===== config.mk =====
export PLATFORM = sky130hd
export DESIGN_NAME = video_timing_gen
export DESIGN_NICKNAME = d
export VERILOG_FILES = /design/src/rtl/video_timing_gen.sv
export SDC_FILE = /design/constraint.sdc
export NUM_CORES = 1
export LEC_CHECK = 0
export ABC_AREA = 1
export BUFFER_PORTS_ARGS = -buffer_cell sky130_fd_sc_hd__buf_2
export CORE_ASPECT_RATIO = 2
export CORE_UTILIZATION = 35
export CTS_CLUSTER_DIAMETER = 50
export CTS_CLUSTER_SIZE = 10
export DETAILED_ROUTE_END_ITERATION = 12
export GPL_TIMING_DRIVEN = 0
export PLACE_DENSITY = 0.52
export SYNTH_ARGS = -nofsm -noshare
export SYNTH_HDL_FRONTEND = slang
export SYNTH_SLANG_ARGS = --single-unit

===== constraint.sdc =====
create_clock -name clk_pix -period 2.6 [get_ports clk_pix]
set_input_delay 0.78 -clock clk_pix [delete_from_list [all_inputs] [get_ports clk_pix]]
set_output_delay 0.78 -clock clk_pix [all_outputs]
set_load 0.05 [all_outputs]

===== src/rtl/video_timing_gen.sv =====
// video_timing_gen: raster timing with a fetch stream leading the display-aligned sync/de stream
module video_timing_gen #(
  parameter int H_ACTIVE  = 640,
  parameter int H_FP      = 16,
  parameter int H_SYNC    = 96,
  parameter int H_BP      = 48,
  parameter int V_ACTIVE  = 480,
  parameter int V_FP      = 10,
  parameter int V_SYNC    = 2,
  parameter int V_BP      = 33,
  parameter bit H_POL     = 1'b0,
  parameter bit V_POL     = 1'b0,
  parameter int LOOKAHEAD = 2,
  parameter int COORD_W   = 12
) (
  input  logic               clk_pix,
  input  logic               rst,
  input  logic               en,
  output logic               fetch_valid,
  output logic [COORD_W-1:0] fetch_x,
  output logic [COORD_W-1:0] fetch_y,
  output logic               fetch_frame,
  output logic               hsync,
  output logic               vsync,
  output logic               de,
  output logic               frame_start
);
  localparam int H_TOTAL = H_ACTIVE + H_FP + H_SYNC + H_BP;
  localparam int V_TOTAL = V_ACTIVE + V_FP + V_SYNC + V_BP;
  localparam logic [COORD_W-1:0] H_LAST = COORD_W'(H_TOTAL - 1);
  localparam logic [COORD_W-1:0] V_LAST = COORD_W'(V_TOTAL - 1);
  localparam logic [COORD_W-1:0] H_ACT  = COORD_W'(H_ACTIVE);
  localparam logic [COORD_W-1:0] V_ACT  = COORD_W'(V_ACTIVE);
  localparam logic [COORD_W-1:0] HS_BEG = COORD_W'(H_ACTIVE + H_FP);
  localparam logic [COORD_W-1:0] HS_END = COORD_W'(H_ACTIVE + H_FP + H_SYNC);
  localparam logic [COORD_W-1:0] VS_BEG = COORD_W'(V_ACTIVE + V_FP);
  localparam logic [COORD_W-1:0] VS_END = COORD_W'(V_ACTIVE + V_FP + V_SYNC);

  logic [COORD_W-1:0] h, v;
  logic hs_f, vs_f;
  logic [3:0] cur, dly;

  // Raster counters plus the registered fetch stage sampled from the current position
  always_ff @(posedge clk_pix or posedge rst)
    if (rst) begin
      h           <= '0;
      v           <= '0;
      fetch_x     <= '0;
      fetch_y     <= '0;
      fetch_valid <= 1'b0;
      fetch_frame <= 1'b0;
      hs_f        <= 1'b0;
      vs_f        <= 1'b0;
    end else if (en) begin
      h           <= (h == H_LAST) ? '0 : h + 1'b1;
      if (h == H_LAST) v <= (v == V_LAST) ? '0 : v + 1'b1;
      fetch_x     <= h;
      fetch_y     <= v;
      fetch_valid <= (h < H_ACT) && (v < V_ACT);
      fetch_frame <= (h == '0) && (v == '0);
      hs_f        <= (h >= HS_BEG) && (h < HS_END);
      vs_f        <= (v >= VS_BEG) && (v < VS_END);
    end

  assign cur = {hs_f, vs_f, fetch_valid, fetch_frame};

  generate
    if (LOOKAHEAD == 0) begin : g_comb
      assign dly = cur;
    end else begin : g_pipe
      logic [3:0] sr [LOOKAHEAD];
      // Delay line that holds sync/de back until the fetched pixel data catches up
      always_ff @(posedge clk_pix or posedge rst)
        if (rst) begin
          for (int i = 0; i < LOOKAHEAD; i++) sr[i] <= 4'b0;
        end else if (en) begin
          sr[0] <= cur;
          for (int i = 1; i < LOOKAHEAD; i++) sr[i] <= sr[i-1];
        end
      assign dly = sr[LOOKAHEAD-1];
    end
  endgenerate

  assign hsync       = dly[3] ~^ H_POL;
  assign vsync       = dly[2] ~^ V_POL;
  assign de          = dly[1];
  assign frame_start = dly[0];
endmodule


# --- Yosys cells after proc, flatten, opt, wreduce, memory -nomap -nowiden ---
# Cells that the tools add are included.
totals:
  regBits: 60
  input_bits: 3
  out_inout_bits: 30
op_classes:
  add_sub_neg: 2
  order_cmp: 6
  eq_ne: 2
  n_mux: 2
  bitwise_logic: 2
  reduce_logical: 7
ops:
  columns: ["op", "count"]
  rows:
  - ["12-bit by 1-bit adder with 12-bit output, second input constant", 2]
  - ["12-bit by 10-bit == test with 1-bit output, second input constant", 2]
  - ["12-bit zero test", 2]
  - ["12-bit by 10-bit < comparator with 1-bit output, second input constant", 2]
  - ["12-bit by 9-bit < comparator with 1-bit output, second input constant", 2]
  - ["12-bit two-way mux", 2]
  - ["12-bit by 10-bit >= comparator with 1-bit output, second input constant", 1]
  - ["12-bit by 9-bit >= comparator with 1-bit output, second input constant", 1]
  - ["1-bit logical AND", 4]
  - ["1-bit inverter", 2]
  - ["2-bit AND reduction", 1]

# --- Logic depth before layout (Yosys ltp) ---
# Gate-level depths: netlist (run 1).
depth:
  word_depth: 2
  ltp_mapped: 9

# --- Least setup slack after synthesis (run 1) ---
# OpenSTA, ideal clock, no wires.
synth_timing:
  path_type: "input-to-reg"
  startpoint: "input port en"
  endpoint: "register h[5]"
  setup_time_ns: 0.120
  arrival_time_ns: 1.337
  required_ns: 2.480
  path_slack_ns: 1.144
  path_stages: 3
  path_cell_list: "clkbuf_1 nand4_1 and3_1"
synth_rtl:
  columns: ["element", "line_no", "source"]
  rows:
  - ["from (decl)", "18", "input logic en,"]
  - ["to (signal assigned)", "55", "h <= (h == H_LAST) ? '0 : h + 1'b1;"]
  - ["to (decl)", "39", "logic [COORD_W-1:0] h, v;"]

# --- Worst setup path in the final report (run 1) ---
layout_timing:
  startpoint: "register fetch_frame"
  endpoint: "output port fetch_frame"
layout_rtl:
  columns: ["element", "line_no", "source"]
  rows:
  - ["from (decl)", "22", "output logic fetch_frame,"]
  - ["from (signal assigned)", "60", "fetch_frame <= (h == '0) && (v == '0);"]
# No word-level cell between the ends.

==> flow_summary.yaml, run 1 <==
worst_setup_path:
  critPathSlowestCell: "dfrtp_1"
  worstSetupStartpoint: "fetch_frame"
  path_max_fanout: 3
  cp.buffers_inverters: 1
  crit_required_ps: 1820
  reg2reg_from: "h[0]"
  worstPathArrival_ps: 1040
  path_class: "reg -> out"
  critPathMaxStageDelay_ps: 420
  path_cells: "buf_2"
  end_kind: "primary output"
  critical-path-top-delay-family: "flip-flops"
  start_kind: "register"
timing:
  final.period_utilization_pct: 70.0
  grt_setup_unrepaired: "false"
  tightest_slew_ps: 585
  setup_viol: 0
  clock.fmax_mhz: 549
  slew_violations: 0
  max-slew-margin-rel_pct: 61.0
  min_period_ps: 1820
  whs_ps: 462
  hold_viol: 0
  fin_skew_ps: 3.94
logic_synthesis:
  synth_seq_cells: 60
  synthCells: 347
  synth_cell_types: 28
  yosysSeqAreaShare_pct: 52.2
  yosys_warnings: 0
  synth.cell_area_um2: 2880
  syn_nets: 354
  synth_area_per_cell_um2: 8.29
place:
  io_buffers: 32
  place.gp.congestion: 0.918
  post_dp_cell_area_um2: 3180
  dp.cells: 476
  hpwl_um: 5930
grt:
  grt_overflow: 0
  grtUsageTotal_pct: 20.7
  grt_max_degree: 36
  antenna_found_initial: 0
  grt_pass1_vias: 2516
  grt_pass1_wl_um: 12600
floorplanning:
  die_w_um: 66.1
  core_area_um2: 7940
  die_y_um: 130
  io_pins: 33
  initial_utilization_pct: 36.2
  die_area_um2: 8600
  rows: 46
clock_network:
  numCtsBuffers: 9
  cts_root_buf: "clkbuf_16"
  ctsLongestPathBuffers: 2
  h-tree-depth: 3
  cts_num_sinks: 60
  clkTransAtPathRegs_ps: 50
  post_cts_resized: 0
  holdBufCountCts: 0
  cts_tree: "done"
  post_cts_buffers: 0
  clk_latency_ps: 330
final_layout:
  stdcell_area_um2: 3460
  drive_gt1_share_pct: 16.5
  fill_cells: 832
  finalNetCount: 398
  diodes: 0
  area_growth_pct: 20.5
  fin_cells: 491
detailed_routing:
  wl_per_cell_um: 15.7
  wl_um: 7710
  remaining_drc_errors: 0
  avgViaCountPerCell: 4.96
  ant_nets: 0
  first_pass_iters: 4
  drtIter0Drc: 171
  dr_total_vias: 2433
power_and_ir_drop:
  peakVddDrop_uv: 509
  leakage_uw: 0.00173
  p_per_area_nw_per_um2: 831
hold_path:
  hp-class: "reg -> reg"
  hp-start: "fetch_x[5]"
flow_run:
  drv_cap: 0
run_status:
  status: "finished clean"
synth_stat cells:
cell,count,share of area [%]
nand3_1,26,4.5
clkbuf_1,6,0.78
nor3b_1,1,0.26
o22ai_1,1,0.22
xor2_1,8,2.4
o21ai_1,5,0.87
and3_1,1,0.22
nand3_2,2,0.70
buf_6,1,0.39
nor2_2,1,0.22
nand4_2,1,0.44
buf_2,2,0.35
o21ai_2,1,0.30
nor2_4,1,0.39
nor3_1,8,1.4
nand2_1,100,13
nor4_1,1,0.22
buf_8,1,0.52
nor2_1,27,3.5
ha_1,4,1.7
inv_1,38,5.0
nand4_1,9,2.0
nand2_4,1,0.39
inv_2,4,0.52
o21ai_0,35,6.1
dfrtp_1,60,52
nand3_4,1,0.61
nor2_8,1,0.70
tightest hold or removal path: stages (launching register included):
cell,delay (ps)
dfrtp_1,330
nand2_1,50
nand2_1,50
through the flow:
stage	util (%)	power (µW)	setup slack (ps)	setup TNS [ps]
2_1_floorplan	-	1590	335	0
5_1_grt	43.6	3040	744	0
3_5_place_dp	40.0	1770	614	0
3_3_place_gp	39.7	1760	-545	-32360
4_1_cts	43.6	2920	763	0
6_report	43.6	2880	780	0
path summary, 6_finish.rpt:
kind / end / slack, ps / depth (start not counted)
worst max-delay path: fetch_frame / 780 / 1
worst min-delay path: fetch_x[5] / 460 / 2
worst max register to register: v[2] / 1040 / 8
worst min register to register: fetch_x[5] / 460 / 2
max in group asynchronous: g_pipe.sr[5] / 1480 / 3
min in group asynchronous: fetch_y[7] / 510 / 2
report_power, final:
group | internal, µW | total, µW | switching [µW]
Clock | 741 | 1130 | 392
Sequential | 1050 | 1150 | 102
Combinational | 145 | 599 | 454
Total | 1930 | 2880 | 948
layout by cell type, fill, tap and decap left out:
cell type  synthesis  final
ha_1               4      4
dfrtp_1           60     60
nand3_2            2      2
and3_1             1      1
nor2_8             1      1
clkbuf_8           0      4
nand2_1          100    100
buf_8              1      1
o21ai_2            1      1
nor2_2             1      1
clkbuf_16          0      9
nand3_1           26     26
buf_2              2     34
inv_1             38     37
o21ai_0           35     35
clkbuf_1           6      7
nor2_4             1      1
nor3b_1            1      1
o21ai_1            5      5
clkinv_2           0      1
buf_6              1      1
nor2_1            27     27
nand2_4            1      1
nand4_2            1      1
o22ai_1            1      1
nand4_1            9      9
nand3_4            1      1
buf_12             0      1
nor3_1             8      8
nor4_1             1      1
xor2_1             8      8
inv_2              4      5
metal layers:
layer / GRT usage [%] / vias up / wire length, µm
li1: - / 1201 / -
met1: 19.9 / 1165 / 2730
met2: 37.6 / 47 / 4440
met3: 4.28 / 20 / 181
met4: 14.6 / 0 / 355
met5: 0 / - / 0
registers in the layout (all words and copies together), names as in the netlist:
signal,count
h,12
hs_f,1
v,12
g_pipe.sr,4
fetch_y,12
fetch_x,12
fetch_valid,1
vs_f,1
fetch_frame,1
dly,4
cell families after synthesis:
group	synth area share, %
AO/OA/AOI/OAI	7.48
adder cells (fa/ha/maj)	1.74
buffers and inverters	7.53
XOR/XNOR	2.44
flip-flops	52.2
AND/OR/NAND/NOR	28.6
area by class of cell:
cell class                 count  area (µm²)  area share (%)
tap                           96         120            3.47
inverter                      42         158            4.55
sequential                    60        1500            43.3
clock buffer                  14         284            8.20
clock inverter                 1        5.00           0.144
multi-input combinational    235        1160            33.4
buffer                        10        58.8            1.70
timing repair buffer          33         180            5.20
Power figures use the tool's default switching activity.
==> run 2: changes to the inputs <==
clock period = 1.7 ns   (was 2.6 ns; I/O delays follow)
==> run 2 against run 1 <==
Against the previous run: power increased by 54%; worst hold slack got worse by 230 ps; cell area rose by 0.69%; critical path depth is 7 higher; flip-flop and latch count unchanged; final cell count is 0.41% higher; clock-buffer cell count unchanged; sequential share of layout area shrank 0.30 points; non-clock buffer count increased by 2; largest power group unchanged; combinational power rose by 54%; clock power increased by 54%.
==> flow_summary.yaml, run 2 (same netlist as run 1, synthesis figures left out) <==
run_status:
  status: "finished clean"
grt:
  grtUsageTotal_pct: 19.9
  grt_max_degree: 61
  grt_use_met3_pct: 4.55
  antenna_found_initial: 0
  grt_overflow: 0
  met2_usage_pct: 36.3
  top_usage_layer: "met2"
  use_met1_pct: 19.6
  grt_pass1_vias: 2326
  grt_pass1_wl_um: 12100
power_and_ir_drop:
  p_per_area_nw_per_um2: 1270
  p_seq_share_pct: 39.9
  combPwrFrac_pct: 20.9
  peakVddDrop_uv: 599
  power.internal_uw: 2960
  p_clk_share_pct: 39.3
  p_sw_share_pct: 33.1
  power_switching_uw: 1470
  leakage_uw: 0.00174
worst_setup_path:
  crit_required_ps: 1910
  start_kind: "register"
  reg2reg_depth: 8
  path_class: "reg -> reg"
  path_max_fanout: 9
  worstPathArrival_ps: 1790
  end_kind: "register"
  r2r_end: "v[6]"
  rrSetupSlack_ps: 120
  reg2reg_from: "h[0]"
timing:
  grt_setup_unrepaired: "false"
  min_period_ps: 1580
  slew_violations: 0
  fin_ws_ps: 123
  final.period_utilization_pct: 92.8
  max-slew-margin-rel_pct: 63.2
  clock.fmax_mhz: 634
  fin_skew_ps: 8.00
  tightest_slew_ps: 550
  hold_viol: 0
  setup_viol: 0
floorplanning:
  initial_utilization_pct: 36.2
  rows: 46
  die_area_um2: 8600
  die_y_um: 130
  core_area_um2: 7940
  die_w_um: 66.1
  io_pins: 33
detailed_routing:
  remaining_drc_errors: 0
  ant_nets: 0
  avgViaCountPerCell: 4.91
  wl_per_cell_um: 15.7
  dr_total_vias: 2421
  first_pass_iters: 4
  drtIter0Drc: 204
  wl_um: 7730
clock_network:
  cts_tree: "done"
  numCtsBuffers: 9
  clkTransAtPathRegs_ps: 50
  cts_num_sinks: 60
  clk_latency_ps: 330
  h-tree-depth: 3
  ctsLongestPathBuffers: 2
  cts_root_buf: "clkbuf_16"
final_layout:
  register_area_um2: 1500
  layout_common_cells: "nand2_1 (100), dfrtp_1 (60), inv_1 (37)"
  area_growth_pct: 21.3
  drive_gt1_share_pct: 16.9
  final_util_pct: 43.9
  fill_cells: 860
  diodes: 0
  multiInputGateArea_um2: 1160
  finalNetCount: 400
  final_common_cell: "nand2_1"
place:
  place.gp.congestion: 0.913
  pre_cts_slack_ps: -24.2
  io_buffers: 32
  hpwl_um: 5880
hold_path:
  hp-class: "in -> async"
flow_run:
  drv_cap: 0
==> run 2: cell types whose count changed in the layout (fill, tap and decap cells not counted) <==
cell	delta
clkinvlp_4	+1
buf_4	+2
nor2_2	-1
inv_2	-1
nor2_4	+1
==> run 2: worst max path at each step <==
stage | start | end | slack (ps)
6_report | h[0] | v[6] | 120
5_1_grt | h[0] | v[8] | 9
4_1_cts | h[0] | v[2] | 100
3_5_place_dp | en | fetch_y[1] | -20
3_3_place_gp | en | fetch_y[1] | -20
2_1_floorplan | h[0] | v[0] | 370
==> run 2: layout make-up <==
cell class	count	area share (%)
timing repair buffer	35	5.60
clock inverter	1	0.143
clock buffer	14	8.14
sequential	60	43.0
inverter	42	4.63
tap	96	3.44
multi-input combinational	235	33.3
buffer	10	1.69
==> run 2: critical path, cell delays in order (launching register included) <==
cell and delay, ps:
dfrtp_1 410, ha_1 190, nand2_1 160, nor2_4 160
nand3_4 120, nor2_8 180, inv_2 120, nand2_1 70
o21ai_1 60
==> run 2: power by group through the flow <==
stage / registers [µW] / clock network, µW / logic [µW]
final: 1760 / 1740 / 923
after detailed placement: 1780 / 0 / 917
after floorplan: 2040 / 0 / 387
after global routing: 1780 / 1840 / 1010
after CTS: 1760 / 1790 / 920
after global placement: 1780 / 0 / 911
==> run 2: timing repair <==
action,4_1_cts,5_1_grt
endpoints found under the setup margin,0,6
setup buffers,0,2
hold buffers,0,0
resized for setup,0,1
==> run 2: per-layer routing <==
metal / wire length, µm / share of wire, %
met4: 362 / 4.7
met2: 4420 / 57
met1: 2770 / 36
met5: 0 / 0
met3: 165 / 2.1
==> run 2: metrics by stage <==
stage          instances  TNS (ps)  area (µm²)  power (µW)  hold slack [ps]
2_1_floorplan        347         0        2880        2430              442
3_3_place_gp         475     -85.9        3160        2690              454
3_5_place_dp         475     -54.4        3160        2700              460
4_1_cts              490         0        3450        4470              472
5_1_grt              493         0        3490        4630              278
6_report             493         0        3490        4420              232
==> run 3: changes to the inputs <==
PLACE_DENSITY = 0.54   (was 0.52)
clock period = 1.3 ns   (was 1.7 ns; I/O delays follow)
==> run 3 against run 2 <==
Against the previous run: the flow now finishes with violations (negative setup slack); wire length rose by 5.8%; sequential power rose by 34%; worst hold slack got worse by 160 ps; sequential share of layout area fell by 6.3 points; clock skew barely moved; cell area rose by 17%; critical path type unchanged; largest cell class unchanged; largest power group is now the clock network; highest routed layer unchanged.
==> flow_summary.yaml, run 3 (same netlist as run 1, synthesis figures left out) <==
run_status:
  status: "finished, violations left"
  violations: "negative setup slack"
detailed_routing:
  wl_per_cell_um: 15.9
  dr_total_vias: 2586
  drtIter0Drc: 159
  remaining_drc_errors: 0
  wl_um: 8170
  first_pass_iters: 4
  avgViaCountPerCell: 5.03
  ant_nets: 0
timing:
  fin_ws_ps: -206
  whs_ps: 76.8
  clock.fmax_mhz: 664
  final.period_utilization_pct: 116
  setup_viol: 21
  max-slew-margin-rel_pct: 60.8
  hold_viol: 0
  tightest_slew_ps: 588
  fin_skew_ps: 8.49
  min_period_ps: 1510
  grt_setup_unrepaired: "true"
  slew_violations: 0
worst_setup_path:
  reg2reg_depth: 8
  start_kind: "register"
  cp-endpoint: "v[8]"
  reg2reg_from: "h[0]"
  r2r_end: "v[8]"
  worstPathArrival_ps: 1720
  rrSetupSlack_ps: -210
  path_max_fanout: 5
  crit_required_ps: 1510
  end_kind: "register"
  path_class: "reg -> reg"
  worstSetupStartpoint: "h[0]"
final_layout:
  drive_gt1_share_pct: 29.7
  final_common_cell: "nand2_1"
  finalNetCount: 420
  layout_common_cells: "nand2_1 (93), dfrtp_1 (56), buf_6 (31)"
  area_growth_pct: 42.5
  diodes: 0
clock_network:
  clkTransAtPathRegs_ps: 60
  cts_tree: "done"
  cts_num_sinks: 60
  ctsLongestPathBuffers: 2
  clk_latency_ps: 330
  cts_root_buf: "clkbuf_16"
  h-tree-depth: 3
  holdBufCountCts: 0
  numCtsBuffers: 9
grt:
  grtUsageTotal_pct: 21.3
  grt_overflow: 0
  grt_pass1_wl_um: 13100
  grt_pass1_vias: 2637
  grt_max_degree: 61
  antenna_found_initial: 0
hold_path:
  hp-class: "in -> async"
power_and_ir_drop:
  peakVddDrop_uv: 1200
  finalPower_uw: 6800
  p_per_area_nw_per_um2: 1660
  leakage_uw: 0.00195
flow_run:
  drv_cap: 0
floorplanning:
  die_y_um: 130
  io_pins: 33
  rows: 46
  initial_utilization_pct: 36.2
  core_area_um2: 7940
  die_area_um2: 8600
  die_w_um: 66.1
place:
  pre_cts_slack_ps: -308
  hpwl_um: 5800
  place.gp.congestion: 0.919
  io_buffers: 32
==> run 3: changes by cell type in the layout (fill, tap and decap cells not counted), sizes merged <==
cell / change
buf: +20
bufinv: +3
clkinv: -1
clkbuf: -1
==> run 3: area by class of cell <==
type / count / area (µm²)
Clock buffer: 13 / 280
Clock inverter: 3 / 90.1
Fill cell: 756 / 3850
Buffer: 10 / 58.8
Multi-Input combinational cell: 235 / 1300
Tap cell: 96 / 120
Sequential cell: 60 / 1510
Inverter: 42 / 171
Timing Repair Buffer: 55 / 573
==> run 3: metal layers <==
metal / track usage [%] / wire length (µm) / vias to the layer above
li1: - / - / 1249
met1: 20.4 / 2710 / 1232
met2: 38.4 / 4670 / 69
met3: 4.98 / 262 / 36
met4: 15.4 / 528 / 0
met5: 0 / 0 / -
==> run 3: critical path, stage by stage, from the launching register on <==
cell,delay [ps]
dfrtp_1,420
ha_4,180
nand2_4,60
nor2_4,130
nand3_4,120
nor2_8,150
buf_12,130
buf_8,120
o21ai_0,70
==> run 3: how the worst min path moves through the flow <==
stage / start / end / slack, ps
after CTS: en / fetch_x[1] / 420
after floorplan: g_pipe.sr[6] / g_pipe.sr[6] / 440
after detailed placement: fetch_x[1] / fetch_x[1] / 450
after global routing: rst / fetch_y[7] / 100
final: rst / fetch_y[7] / 80
after global placement: fetch_x[8] / fetch_x[8] / 450
==> run 3: power breakdown <==
group	switching [µW]	internal, µW	leakage, µW	total, µW
combinational	1000	541	0.00103	1540
sequential	257	2100	0.000738	2350
clock	823	2080	0.000182	2900
total	2080	4720	0.00195	6800
==> run 3: through the flow <==
| step | util, % | setup TNS [ps] | cell area (µm²) | instances |
|---|---|---|---|---|
| after detailed placement | 39.9 | -26020 | 3170 | 475 |
| after global routing | 51.6 | -4440 | 4100 | 514 |
| after global placement | 39.9 | -23330 | 3170 | 475 |
| after CTS | 48.5 | -3010 | 3850 | 502 |
| after floorplan | - | 0 | 2890 | 347 |
| final | 51.6 | -2650 | 4100 | 514 |
==> run 3: repair_timing <==
action                     CTS  global route
setup endpoints to repair   49            50
pin swaps                    6             7
resized for setup           67            47
cloned                       1             0
setup buffers               10            12
